**src/rtl/mmio_bus_router.sv**
```systemverilog
// rtl/mmio_bus_router.sv - MEM-stage router steering loads/stores to DMEM or strobe/ack peripheral channels.
// Optional WAIT-state abort timer enabled by defining MMIO_TIMEOUT_EN.
module mmio_bus_router #(
    parameter int                     N_CH       = 4,
    parameter int                     ADDR_W     = 13,
    parameter logic [N_CH*ADDR_W-1:0] BASE_ADDRS = {13'h1010, 13'h100C, 13'h1008, 13'h1004},
    parameter int                     TIMEOUT    = 15
) (
    input  logic               clk,
    input  logic               rst,
    input  logic [31:0]        addr,
    input  logic               we,
    input  logic               re,
    input  logic [31:0]        wdata,
    output logic               dmem_we,
    output logic               dmem_re,
    input  logic [31:0]        dmem_rdata,
    output logic [N_CH-1:0]    ch_we,
    output logic [N_CH-1:0]    ch_re,
    output logic [31:0]        ch_wdata,
    input  logic [N_CH-1:0]    ch_ack,
    input  logic [N_CH*32-1:0] ch_rdata,
    output logic [31:0]        rdata,
    output logic               stall,
    output logic               err
);

    localparam int SEL_W = (N_CH > 1) ? $clog2(N_CH) : 1;

    typedef enum logic [1:0] {IDLE, WAIT, DONE} state_t;

    state_t            state, state_nxt;
    logic              hit_any;
    logic [SEL_W-1:0]  hit_idx;
    logic [N_CH-1:0]   hit_onehot;
    logic [SEL_W-1:0]  sel;
    logic              op_wr;
    logic [31:0]       rdata_q;
    logic [31:0]       sel_rdata;
    logic              ack_sel;
    logic              expire;
    logic              start;
    logic              finish;
    logic              unused_addr_bits;

    assign unused_addr_bits = ^addr[31:ADDR_W];

    // Lowest-numbered matching channel wins, so scan downwards and let lower i overwrite.
    always_comb begin
        hit_any = 1'b0;
        hit_idx = '0;
        for (int i = N_CH - 1; i >= 0; i--) begin
            if (addr[ADDR_W-1:0] == BASE_ADDRS[i*ADDR_W +: ADDR_W]) begin
                hit_any = 1'b1;
                hit_idx = SEL_W'(i);
            end
        end
        hit_onehot = N_CH'(1) << hit_idx;
    end

    always_comb begin
        sel_rdata = '0;
        for (int i = 0; i < N_CH; i++) begin
            if (sel == SEL_W'(i)) sel_rdata = ch_rdata[i*32 +: 32];
        end
    end

    assign ack_sel = ch_ack[sel];
    assign start   = (state == IDLE) && (we || re) && hit_any;
    assign finish  = (state == WAIT) && (ack_sel || expire);

`ifdef MMIO_TIMEOUT_EN
    localparam int CNT_W = ($clog2(TIMEOUT + 1) > 4) ? $clog2(TIMEOUT + 1) : 4;

    logic [CNT_W-1:0] wait_cnt;
    logic             err_q;

    // A same-cycle ack takes priority over expiry.
    assign expire = (wait_cnt == CNT_W'(TIMEOUT - 1)) && !ack_sel;
    assign err    = err_q;

    always_ff @(posedge clk or posedge rst) begin
        if (rst) begin
            wait_cnt <= '0;
            err_q    <= 1'b0;
        end else begin
            err_q <= finish && !ack_sel;
            if (start) begin
                wait_cnt <= '0;
            end else if (state == WAIT) begin
                wait_cnt <= wait_cnt + 1'b1;
            end
        end
    end
`else
    logic [31:0] unused_timeout;

    assign unused_timeout = 32'(TIMEOUT);
    assign expire         = 1'b0;
    assign err            = 1'b0;
`endif

    always_ff @(posedge clk or posedge rst) begin
        if (rst) state <= IDLE;
        else     state <= state_nxt;
    end

    always_comb begin
        state_nxt = state;
        case (state)
            IDLE:    if (start)  state_nxt = WAIT;
            WAIT:    if (finish) state_nxt = DONE;
            DONE:    state_nxt = IDLE;
            default: state_nxt = IDLE;
        endcase
    end

    always_ff @(posedge clk or posedge rst) begin
        if (rst) begin
            sel      <= '0;
            op_wr    <= 1'b0;
            ch_wdata <= '0;
            ch_we    <= '0;
            ch_re    <= '0;
            rdata_q  <= '0;
        end else begin
            if (start) begin
                sel      <= hit_idx;
                op_wr    <= we;
                ch_wdata <= wdata;
                ch_we    <= we ? hit_onehot : '0;
                ch_re    <= we ? '0 : hit_onehot;
            end
            if (finish) begin
                ch_we <= '0;
                ch_re <= '0;
                if (!op_wr) rdata_q <= ack_sel ? sel_rdata : 32'hDEAD_BEEF;
            end
        end
    end

    // Stall is gated by reset so an aborted access releases the pipeline immediately.
    always_comb begin
        stall   = !rst && (start || (state == WAIT));
        dmem_we = we && !hit_any;
        dmem_re = re && !we && !hit_any;
        rdata   = (state == IDLE) ? dmem_rdata : rdata_q;
    end

endmodule
```
**config.mk**
```make
export PLATFORM = sky130hd
export DESIGN_NAME = mmio_bus_router
export DESIGN_NICKNAME = d
export VERILOG_FILES = /design/src/rtl/mmio_bus_router.sv
export SDC_FILE = /design/constraint.sdc
export NUM_CORES = 1
export LEC_CHECK = 0
export CAP_MARGIN = 5
export CORE_AREA = 2 2 120 122
export DETAILED_ROUTE_END_ITERATION = 10
export DIE_AREA = 0 0 122 124
export GPL_ROUTABILITY_DRIVEN = 0
export GPL_TIMING_DRIVEN = 0
export PLACE_DENSITY = 0.73
export SETUP_SLACK_MARGIN = 0.4
export SLEW_MARGIN = 20
export SYNTH_ARGS = -nofsm -noshare
export SYNTH_HDL_FRONTEND = slang
export SYNTH_SLANG_ARGS = --single-unit
export TNS_END_PERCENT = 100
```
**constraint.sdc**
```tcl
create_clock -name clk -period 4.8 [get_ports clk]
set_input_delay 0.72 -clock clk [delete_from_list [all_inputs] [get_ports clk]]
set_output_delay 0.72 -clock clk [all_outputs]
set_load 0.01 [all_outputs]
```
After elaboration in Yosys (flattened, before gate mapping)
Cells that the tools add are included.

Order comparisons: 1. Eq/ne operators: 10. Shifts and indexed selects: 1. Multiplexer cells: 25. Bitwise gates (word level): 1. Reductions and logical operators: 17.

Operator list (count): $mux W32 (6); $eq A13 B13 Y1 const B (4); $mux W4 (6); $mux W2 (6); $logic_and A1 B1 Y1 (7); $mux W1 (5); $eq A2 B1 Y1 const B (2); $eq A2 B2 Y1 const B (2); $logic_not A2 Y1 (2); $ne A2 B2 Y1 const B (2); $pmux W2 S2 (1); $reduce_and A2 Y1 (2); $shl A1 B2 Y4 const A (1); $logic_not A1 Y1 (3); $lt A2 B3 Y1 const B (1); $bmux W1 S2 (1); $logic_or A1 B1 Y1 (2); $reduce_bool A2 Y1 (1); $not A1 Y1 (1).

Register bits: 77. Bits of input ports: 232. Output and inout port bits: 76. Logic and storage cells: 62.

Depth between registers and ports, before layout
Depth after elaboration: 9. Gate-level depth with buffers: 7. Gate-level depth less buffers: 4.

Least setup slack after synthesis
No wires, ideal clock.

Kind: input to output. Start point: input addr[9]. End point: output stall. Data arrival time: 2.106 ns. Data required time: 4.080 ns. Path slack: 1.974 ns. Cell stages on the path: 6. Path buffers: 2. Cells stage by stage: nor4_4 -> nand4_2 -> or3_1 -> buf_6 -> buf_6 -> a21oi_1.

Cells in the longest elaborated chain, start to end: 8. Elaborated cells on any way between the ends: 11. Those cells by class: eq/ne: 4; mux: 4; reduce/logical: 3.

RTL lines: from (decl) (RTL line 11) `input logic [31:0] addr,`; $eq A13 B13 Y1 (RTL line 53) `if (addr[ADDR_W-1:0] == BASE_ADDRS[i*ADDR_W +: ADDR_W]) begin`; $mux W1 (3 in a row) (RTL line 53); $mux W1 (*) (RTL line 53); $logic_and A1 B1 Y1 (*) (RTL line 69) `assign start = (state == IDLE) && (we || re) && hit_any;`; $logic_or A1 B1 Y1 (*) (RTL line 144) `stall = !rst && (start || (state == WAIT));`; $logic_and A1 B1 Y1 (*) (RTL line 144); to (decl) (RTL line 24) `output logic stall,`.

Every way passes the cells marked *; elsewhere a longest branch is shown, timed or not.

Worst setup path after layout
Ends and elaborated chain as after synthesis.

==> impl_metrics.py <==
metrics = {
    "power": {
        "vdd_drop_max_mv": 0.1691,
        "power_leakage_nw": 3.411,
        "p_per_area_mw_per_mm2": 214.6,
        "finalPower_mw": 1.698,
    },
    "synthesis": {
        "ys_seq_elements": 77,
        "ys_warn_count": 0,
        "syn_area_mm2": 0.004461,
        "dominantRegCellSynth": "dfrtp_1",
        "seq_area_frac_synth": 0.4320,
        "synth_edf_count": 0,
        "syn_area_per_cell_um2": 15.28,
        "synth_nets": 524,
        "async_reset_ff_frac": 1.000,
        "synthCells": 292,
        "ys_types": 36,
    },
    "sta": {
        "finalHoldViolCount": 0,
        "rsz0062_at_grt": "false",
        "finClkSkew_ns": 0.007761,
        "timing.hold.ws_ns": 0.4870,
        "setup_tns_ns": 0,
        "fmax_mhz": 254.3,
        "fin_crit_ns": 3.933,
        "slew_headroom": 0.4916,
        "setup_viol": 0,
        "tightest_slew_ns": 0.7520,
        "final_max_slew_viol_count": 0,
        "period_share": 0.8194,
    },
    "setup_path": {
        "critPathLaunchType": "primary input",
        "cp.required_ns": 4.08,
        "worst_path_max_delay_cell": "clkdlybuf4s50_1",
        "crit_type": "in -> out",
        "slowest_delay_ns": 0.57,
        "crit_family": "buffers and inverters",
        "endpoint_kind": "output pin",
        "critical_path.max_fanout": 10,
        "path_buf_inv": 4,
        "arrival_ns": 3.21,
        "crit_chain": "clkdlybuf4s50_1, nor4_4, nand4_2, or3_1, buf_6, buf_6, a21oi_1, clkdlybuf4s50_1",
    },
    "finish": {
        "drive_above_1_share": 0.2701,
        "fin_nets": 823,
        "layout.cells.non_filler": 776,
        "antenna_cells": 0,
        "area_growth_pct": 77.39,
        "finalInstanceArea_mm2": 0.007913,
    },
    "worst_hold_path": {
        "hp-class": "reg -> reg",
    },
    "cts": {
        "clk_latency_ns": 0.33,
        "cts.clk_slew.worst_paths_ns": 0.06,
        "cts_resized": 0,
        "post_cts_buffers": 0,
        "clockRootBuffer": "clkbuf_16",
        "clock-sinks": 77,
        "h-tree-depth": 3,
        "cts_tree": "built",
        "hold_buffers": 0,
        "cts_buffer_depth": 2,
        "numCtsBuffers": 9,
    },
    "detailed_routing": {
        "ant_nets": 0,
        "post-route-drc-count": 0,
        "dr_total_vias": 3718,
        "wl_per_cell_um": 19.09,
        "viasPerCell": 4.791,
        "drt-total-wl_um": 14810,
        "detail_route.first_pass.iterations": 4,
        "drt-initial-drc-count": 91,
    },
    "grt": {
        "grt_max_degree": 48,
        "grt_usage": 0.1930,
        "grt-ovfl-total": 0,
        "grt_pass1_wl_um": 22200,
        "grt_pass1_vias": 4092,
        "antenna_found_initial": 0,
    },
    "placed_design": {
        "place_area_mm2": 0.007589,
        "dp_hpwl_um": 11940,
        "dp_cells": 760,
        "portBuffers": 287,
    },
    "die": {
        "core_area_mm2": 0.01372,
        "fp.dieW_um": 122,
        "placement_rows": 43,
        "die_h_um": 124,
        "die-area_mm2": 0.01513,
        "num_io_pins": 308,
        "start_util": 0.3251,
    },
    "job": {
        "maxCapViolations": 0,
    },
    "run_status": {
        "status": "complete, no violations",
    },
}
==> where the power goes <==
group	switching [mW]	internal, mW
logic	0.0816	0.224
registers	0.00217	0.653
clock network	0.279	0.458
==> cells in the final DEF (no fill, tap or decap), types with 4 or more instances in the layout <==
cell type,n
buf_2,5
buf_6,5
clkbuf_1,7
clkbuf_16,9
clkdlybuf4s50_1,287
dfrtp_1,77
inv_1,5
mux2_1,5
mux2_2,60
mux2_4,31
mux2i_1,6
mux4_2,33
nand2_1,5
nand3_1,4
nor2_1,10
nor3_1,5
==> metal layers <==
metal	part of all wire	global-route usage
met1	0.40	0.2278
met2	0.50	0.3436
met3	0.074	0.04487
met4	0.024	0.06968
met5	0	0
==> final cells by class <==
class | count | area, um2
clock inverter | 7 | 98.84
sequential | 77 | 1927
buffer | 21 | 175.2
inverter | 6 | 25.02
fill | 1151 | 5807
tap | 180 | 225.2
timing repair buffer | 288 | 2900
multi-input combinational | 188 | 2336
clock buffer | 9 | 225.2
==> cells in the mapped netlist (2+ instances only) <==
cell type  instances  area (um2)
dfrtp_1           77        1927
mux2_2            60       675.7
mux4_2            33       743.2
mux2_4            31       465.5
nor2_1            10       37.54
clkbuf_1           7       26.28
inv_1              6       22.52
mux2i_1            6       60.06
buf_2              5       25.02
buf_6              5       56.30
mux2_1             5       56.30
nand2_1            5       18.77
nor3_1             5       25.02
nand3_1            4       20.02
a21oi_1            3       15.01
a32o_1             3       30.03
buf_12             3       60.06
nor4b_1            3       26.28
a21o_1             2       15.01
o21ai_0            2       10.01
or4_1              2       15.01
==> kinds of logic (layout without fill, tap and decap cells) <==
logic type      after synthesis  after routing  synth area share
compound gates               13             13           0.02048
buf+inv                      27            331           0.04432
flops                        77             77            0.4320
mux                         135            135            0.4485
other cells                   1              1         0.0008407
simple gates                 39             39           0.05386
==> sequential cells by signal, summed over array words and instances, names as in the netlist <==
register	cells
ch_we	4
ch_wdata	32
rdata_q	32
ch_re	4
sel	2
op_wr	1
state	2
==> metrics by stage <==
step | utilization | worst slack [ns]
2_1_floorplan | - | 1.974
3_3_place_gp | 0.5509 | 0.8056
3_5_place_dp | 0.5531 | 0.8865
4_1_cts | 0.5767 | 0.8698
5_1_grt | 0.5767 | 0.7220
6_report | 0.5767 | 0.8670
==> final timing paths <==
kind	cells after the start	slack [ns]	start	end
min in group asynchronous	2	0.81	rst	ch_re[1]
max	8	0.87	addr[9]	stall
min	1	0.49	rdata_q[6]	rdata_q[6]
min reg2reg	1	0.49	rdata_q[6]	rdata_q[6]
max reg2reg	6	2.34	state[0]	ch_wdata[29]
max in group asynchronous	3	3.41	rst	ch_wdata[22]
No activity file was read; power rests on OpenSTA's default activity.
